### src/rtl/addpkg_div.sv
// Shared types and constants for the single-precision divider and its controller.
package addpkg_div;

    // Divider exception codes
    typedef enum logic [2:0] {
        NONE      = 3'd0,
        INVALID   = 3'd1,
        DIVBYZERO = 3'd2,
        OVERFLOW  = 3'd3,
        UNDERFLOW = 3'd4
    } o_err_t;

    // Controller sequencing states
    typedef enum logic [2:0] {
        IDLE      = 3'd0,
        LAUNCH    = 3'd1,
        WAIT_BUSY = 3'd2,
        WAIT_DONE = 3'd3,
        DRAIN     = 3'd4,
        DONE      = 3'd5,
        ABORT     = 3'd6
    } fdiv_state_t;

    // Quotient reported when the watchdog aborts an operation
    localparam logic [31:0] CANON_NAN = 32'h7fc00000;

    // RISC-V fflags bit positions
    localparam int FF_NV = 4;
    localparam int FF_DZ = 3;
    localparam int FF_OF = 2;
    localparam int FF_UF = 1;
    localparam int FF_NX = 0;

    // Exception code to fflags contribution; NX is never raised here
    function automatic logic [4:0] err_to_fflags(input o_err_t err);
        logic [4:0] bits;
        bits = 5'b00000;
        case (err)
            INVALID:   bits[FF_NV] = 1'b1;
            DIVBYZERO: bits[FF_DZ] = 1'b1;
            OVERFLOW:  bits[FF_OF] = 1'b1;
            UNDERFLOW: bits[FF_UF] = 1'b1;
            default:   bits = 5'b00000;
        endcase
        return bits;
    endfunction

endpackage

### src/rtl/fdiv_fflags_acc.sv
// Sticky floating-point exception flag accumulator.
module fdiv_fflags_acc
    import addpkg_div::*;
(
    input  logic       clk,
    input  logic       rst,
    input  logic       clr,
    input  logic       set_en,
    input  o_err_t     err,
    output logic [4:0] fflags
);

    logic [4:0] fflags_reg;
    logic [4:0] fflags_next;
    logic [4:0] new_bits;

    // A flag raised in the same cycle as a clear survives the clear
    always_comb begin
        new_bits    = set_en ? err_to_fflags(err) : 5'b00000;
        fflags_next = (clr ? 5'b00000 : fflags_reg) | new_bits;
    end

    // Sticky flag register
    always_ff @(posedge clk) begin
        if (rst) begin
            fflags_reg <= 5'b00000;
        end else begin
            fflags_reg <= fflags_next;
        end
    end

    assign fflags = fflags_reg;

endmodule

### src/rtl/fdiv_seq_ctrl.sv
// Sequencing/writeback controller around the Newton-Raphson FP divider.
module fdiv_seq_ctrl
    import addpkg_div::*;
#(
    parameter int PIPE_DEPTH = 3,
    parameter int START_WAIT = 4,
    parameter int TIMEOUT    = 64
) (
    input  logic        clk,
    input  logic        rst,
    input  logic        req_valid,
    output logic        req_ready,
    input  logic [31:0] req_a,
    input  logic [31:0] req_b,
    input  logic [1:0]  req_rm,
    input  logic        flush,
    output logic [31:0] div_a,
    output logic [31:0] div_b,
    output logic [1:0]  div_rm,
    output logic        div_fdiv,
    output logic        div_ena,
    input  logic [31:0] div_s,
    input  logic        div_busy,
    input  o_err_t      div_err,
    output logic        res_valid,
    input  logic        res_ready,
    output logic [31:0] res_data,
    output o_err_t      res_err,
    output logic        res_timeout,
    output logic [4:0]  fflags,
    input  logic        fflags_clr
);

    // Terminal counts: each wait ends on the cycle the counter shows N-1
    localparam logic [6:0] PD_LAST = 7'(PIPE_DEPTH - 1);
    localparam logic [6:0] SW_LAST = 7'(START_WAIT - 1);
    localparam logic [6:0] TO_LAST = 7'(TIMEOUT - 1);

    fdiv_state_t state_reg, state_next;
    logic [6:0]  cnt_reg, cnt_next, cnt_inc;
    logic [31:0] div_a_reg, div_b_reg;
    logic [1:0]  div_rm_reg;
    logic [31:0] res_data_reg;
    o_err_t      res_err_reg;
    logic        res_timeout_reg;
    logic        load_req, load_res, load_to, res_hs;

    // Saturating increment so a stuck state can never wrap the counter
    assign cnt_inc = (cnt_reg == 7'h7f) ? cnt_reg : cnt_reg + 7'd1;

    // Next-state and counter logic; flush outranks every normal transition
    always_comb begin
        state_next = state_reg;
        cnt_next   = cnt_inc;
        load_req   = 1'b0;
        load_res   = 1'b0;
        load_to    = 1'b0;
        res_hs     = 1'b0;
        case (state_reg)
            IDLE: begin
                cnt_next = 7'd0;
                if (req_valid) begin
                    load_req   = 1'b1;
                    state_next = LAUNCH;
                end
            end
            LAUNCH: begin
                cnt_next   = 7'd0;
                state_next = flush ? ABORT : WAIT_BUSY;
            end
            WAIT_BUSY: begin
                if (flush) begin
                    state_next = ABORT;
                    cnt_next   = 7'd0;
                end else if (div_busy) begin
                    state_next = WAIT_DONE;
                    cnt_next   = 7'd0;
                end else if (cnt_reg == SW_LAST) begin
                    // Special operands resolve without the divider iterating
                    state_next = DRAIN;
                    cnt_next   = 7'd0;
                end
            end
            WAIT_DONE: begin
                if (flush) begin
                    state_next = ABORT;
                    cnt_next   = 7'd0;
                end else if (!div_busy) begin
                    state_next = DRAIN;
                    cnt_next   = 7'd0;
                end else if (cnt_reg == TO_LAST) begin
                    load_to    = 1'b1;
                    state_next = DONE;
                end
            end
            DRAIN: begin
                if (flush) begin
                    state_next = ABORT;
                    cnt_next   = 7'd0;
                end else if (cnt_reg == PD_LAST) begin
                    load_res   = 1'b1;
                    state_next = DONE;
                end
            end
            DONE: begin
                if (flush) begin
                    state_next = IDLE;
                end else if (res_ready) begin
                    res_hs     = 1'b1;
                    state_next = IDLE;
                end
            end
            ABORT: begin
                // Drain count restarts while the divider is still iterating
                if (div_busy) begin
                    cnt_next = 7'd0;
                end else if (cnt_reg == PD_LAST) begin
                    state_next = IDLE;
                end
            end
            default: begin
                state_next = IDLE;
                cnt_next   = 7'd0;
            end
        endcase
    end

    // State, counter, operand and result registers
    always_ff @(posedge clk) begin
        if (rst) begin
            state_reg       <= IDLE;
            cnt_reg         <= 7'd0;
            div_a_reg       <= 32'd0;
            div_b_reg       <= 32'd0;
            div_rm_reg      <= 2'd0;
            res_data_reg    <= 32'd0;
            res_err_reg     <= NONE;
            res_timeout_reg <= 1'b0;
        end else begin
            state_reg <= state_next;
            cnt_reg   <= cnt_next;
            if (load_req) begin
                div_a_reg  <= req_a;
                div_b_reg  <= req_b;
                div_rm_reg <= req_rm;
            end
            if (load_res) begin
                res_data_reg    <= div_s;
                res_err_reg     <= div_err;
                res_timeout_reg <= 1'b0;
            end else if (load_to) begin
                res_data_reg    <= CANON_NAN;
                res_err_reg     <= INVALID;
                res_timeout_reg <= 1'b1;
            end
        end
    end

    fdiv_fflags_acc u_fflags (
        .clk    (clk),
        .rst    (rst),
        .clr    (fflags_clr),
        .set_en (res_hs),
        .err    (res_err_reg),
        .fflags (fflags)
    );

    assign req_ready   = (state_reg == IDLE);
    assign div_fdiv    = (state_reg == LAUNCH);
    assign div_ena     = (state_reg == LAUNCH) || (state_reg == WAIT_BUSY) ||
                         (state_reg == WAIT_DONE) || (state_reg == DRAIN) ||
                         (state_reg == ABORT);
    assign res_valid   = (state_reg == DONE);
    assign div_a       = div_a_reg;
    assign div_b       = div_b_reg;
    assign div_rm      = div_rm_reg;
    assign res_data    = res_data_reg;
    assign res_err     = res_err_reg;
    assign res_timeout = res_timeout_reg;

endmodule

### config.mk
export PLATFORM = sky130hd
export DESIGN_NAME = fdiv_seq_ctrl
export DESIGN_NICKNAME = d
export VERILOG_FILES = /design/src/rtl/addpkg_div.sv /design/src/rtl/fdiv_fflags_acc.sv /design/src/rtl/fdiv_seq_ctrl.sv
export SDC_FILE = /design/constraint.sdc
export NUM_CORES = 1
export LEC_CHECK = 0
export BUFFER_PORTS_ARGS = -buffer_cell sky130_fd_sc_hd__buf_2
export CAP_MARGIN = 40
export CORE_MARGIN = 2
export CORE_UTILIZATION = 47
export CTS_BUF_LIST = sky130_fd_sc_hd__clkbuf_8
export DETAILED_ROUTE_END_ITERATION = 7
export PLACE_DENSITY = 0.82
export SLEW_MARGIN = 5
export SYNTH_ARGS = -nofsm -noshare
export SYNTH_HDL_FRONTEND = slang
export SYNTH_HIERARCHICAL = 1
export SYNTH_SLANG_ARGS = --single-unit
### constraint.sdc
create_clock -name clk -period 2.9 [get_ports clk]
set_clock_uncertainty 0.2 [all_clocks]
set_input_delay 0.58 -clock clk [delete_from_list [all_inputs] [get_ports clk]]
set_output_delay 0.58 -clock clk [all_outputs]
set_load 0.02 [all_outputs]
==> impl_metrics.env <==
export IMPL_start_util_pct=48.1
export IMPL_critical_path_arrival_ns=1.75
export IMPL_ir_drop_uv=404
export IMPL_setup_viol=0
export IMPL_pre_cts_slack_ns=0.422
export IMPL_postSynth_asyncResetShare_pct=0
export IMPL_syn_inst=533
export IMPL_cts_resized=0
export IMPL_nNetsFinal=846
export IMPL_cts_root_buf="clkbuf_8"
export IMPL_yosysUniqueCellTypes=42
export IMPL_ys_top_cells_by_count="nand2_1 (134), dfxtp_1 (116), a21oi_1 (76)"
export IMPL_rsz0062_at_grt="no"
export IMPL_routed_wl_mm=11.8
export IMPL_cts_tree="built"
export IMPL_grt_pass1_vias=4108
export IMPL_path_class="reg2out"
export IMPL_r2r_cells=6
export IMPL_hold_start="req_b[5]"
export IMPL_place_inst=828
export IMPL_fill_cells=777
export IMPL_yosysTopAreaCellShare_pct=52.5
export IMPL_grt_max_degree=70
export IMPL_syn_area_per_cell_um2=8.30
export IMPL_finalHoldViolations=0
export IMPL_timing_final_crit_share_pct=87.4
export IMPL_gr_usage_met2_pct=39.6
export IMPL_postCtsSetupRepairBufs=0
export IMPL_yosysMostFrequentCell="nand2_1"
export IMPL_fp_row_count=35
export IMPL_cts_inserted_buffers=17
export IMPL_gp_congestion=0.926
export IMPL_synth_fp_nets=643
export IMPL_ys_ff_latch=116
export IMPL_drt_pass1_iter_count=4
export IMPL_clock_latency_ns=0.41
export IMPL_antenna_left=0
export IMPL_dpl_hpwl_mm=8.18
export IMPL_vias=4371
export IMPL_ys_flop_type="dfxtp_1"
export IMPL_slew_viol_final=0
export IMPL_drive_gt1_share_pct=35.8
export IMPL_wl_per_cell_um=13.7
export IMPL_cts_hold_buf=0
export IMPL_fin_ws_ns=0.365
export IMPL_worstReg2RegEnd="state_reg[0]"
export IMPL_die_area_um2=10200
export IMPL_status="finished clean"
export IMPL_drv_cap=0
export IMPL_antenna_found_initial=0
export IMPL_clk_path_buf_depth=2
export IMPL_crit_path_max_fanout=19
export IMPL_yosysTopAreaCell="dfxtp_1"
export IMPL_grt_busiest_layer="met2"
export IMPL_drt_iter0_drc=241
export IMPL_synth_area_leaders="dfxtp_1 (53%), nand2_1 (11%), a21oi_1 (8.6%)"
export IMPL_clk_pin_slew_ns=0.08
export IMPL_clock_sinks=116
export IMPL_syn_to_final_growth_pct=36.4
export IMPL_antenna_cells=0
export IMPL_yosysWarnings=6
export IMPL_io_pins=219
export IMPL_fmax_mhz=394
export IMPL_slew_headroom_pct=55.8
export IMPL_die_w_um=101
export IMPL_met3_usage_pct=5.83
export IMPL_leakage_nw=2.77
export IMPL_track_usage_pct=22.2
export IMPL_placed_cell_area_um2=5600
export IMPL_viasPerCell=5.08
export IMPL_netlist_area_um2=4420
export IMPL_regArea_um2=2320
export IMPL_cp_startpoint="state_reg[1]"
export IMPL_layout_cells_non_filler=860
export IMPL_worstHoldPathType="in2reg"
export IMPL_critPathCaptureType="output pin"
export IMPL_core_area_um2=9200
export IMPL_multiInputGateArea_um2=1860
export IMPL_setup_tns_final_ns=0
export IMPL_grt_pass1_wl_mm=18.2
export IMPL_crit_required_ns=2.12
export IMPL_fin_crit_ns=2.53
export IMPL_drc=0
export IMPL_grt_overflow=0
export IMPL_die_h_um=101
export IMPL_io_buffer_count=217
export IMPL_worstReg2RegStart="cnt_reg[0]"
export IMPL_synth_edff_count=0
export IMPL_fin_area_um2=6030
export IMPL_power_density_nw_per_um2=840
export IMPL_min_to="div_b[5]"
export IMPL_htree_levels=4
export IMPL_worst_pin_slew_ns=0.661
export IMPL_grt_use_met1_pct=25.2
export IMPL_yosysSeqAreaShare_pct=52.5
export IMPL_r2r_slack_ns=0.40
export IMPL_hold_depth=3
export IMPL_crit_path_start_kind="flop"
[worst max-delay path, cell delays in order, from the launching register on]
cell and delay, ns:
dfxtp_1 0.69, nor3_1 0.17, buf_4 0.19, a21oi_1 0.11
buf_2 0.18
[layout by cell type, fill, tap and decap left out, types with 6 or more instances in the layout]
cell / instances
buf_2: 216
nand2_1: 133
dfxtp_1: 116
a21oi_1: 76
nor2_1: 43
inv_1: 26
a22oi_1: 25
clkbuf_8: 17
nand2b_1: 7
nor3_1: 6
a221oi_1: 6
[metal layers]
layer  share of wire [%]  wire [um]
met2                  51       5940
met3                 6.2        732
met4                 1.9        228
met1                  41       4850
met5                   0          0
[cell type report]
class	instances	area share (%)
multi-input combinational	353	30.8
clock inverter	15	3.40
sequential	116	38.5
timing repair buffer	223	19.6
tap	111	2.30
clock buffer	17	3.88
inverter	25	1.56
[report_power, final]
part / internal, W / total, W / switching, W / leakage (nW)
Clock: 0.000945 / 0.00162 / 0.000676 / 0.218
Combinational: 0.000520 / 0.00148 / 0.000955 / 1.61
Sequential: 0.00180 / 0.00197 / 0.000170 / 0.943
Total: 0.00327 / 0.00507 / 0.00180 / 2.77
[stage by stage]
stage	utilization [%]	power (W)	hold WS, ns
3_5_place_dp	60.8	0.00349	0.243
2_1_floorplan	-	0.00298	0.300
4_1_cts	65.6	0.00512	0.161
6_report	65.6	0.00507	0.191
3_3_place_gp	60.8	0.00344	0.239
5_1_grt	65.6	0.00537	0.163
[worst max path at each step]
stage / to / slack, ns / cells past startpoint
4_1_cts: div_ena / 0.36 / 4
5_1_grt: state_reg[0] / 0.22 / 6
3_3_place_gp: state_reg[0] / 0.50 / 6
6_report: div_ena / 0.37 / 4
3_5_place_dp: state_reg[0] / 0.42 / 6
2_1_floorplan: state_reg[0] / 0.58 / 6
[cells by family after synthesis]
| logic type | after synthesis | share of synthesized area, % |
|---|---|---|
| simple gates | 217 | 21.7 |
| flops | 116 | 52.5 |
| buf+inv | 64 | 5.80 |
| fa+ha+maj | 2 | 0.566 |
| compound gates | 129 | 18.5 |
| xor+xnor | 4 | 0.792 |
| other cells | 1 | 0.0848 |
Note: power is estimated with default switching activity, not from simulation.
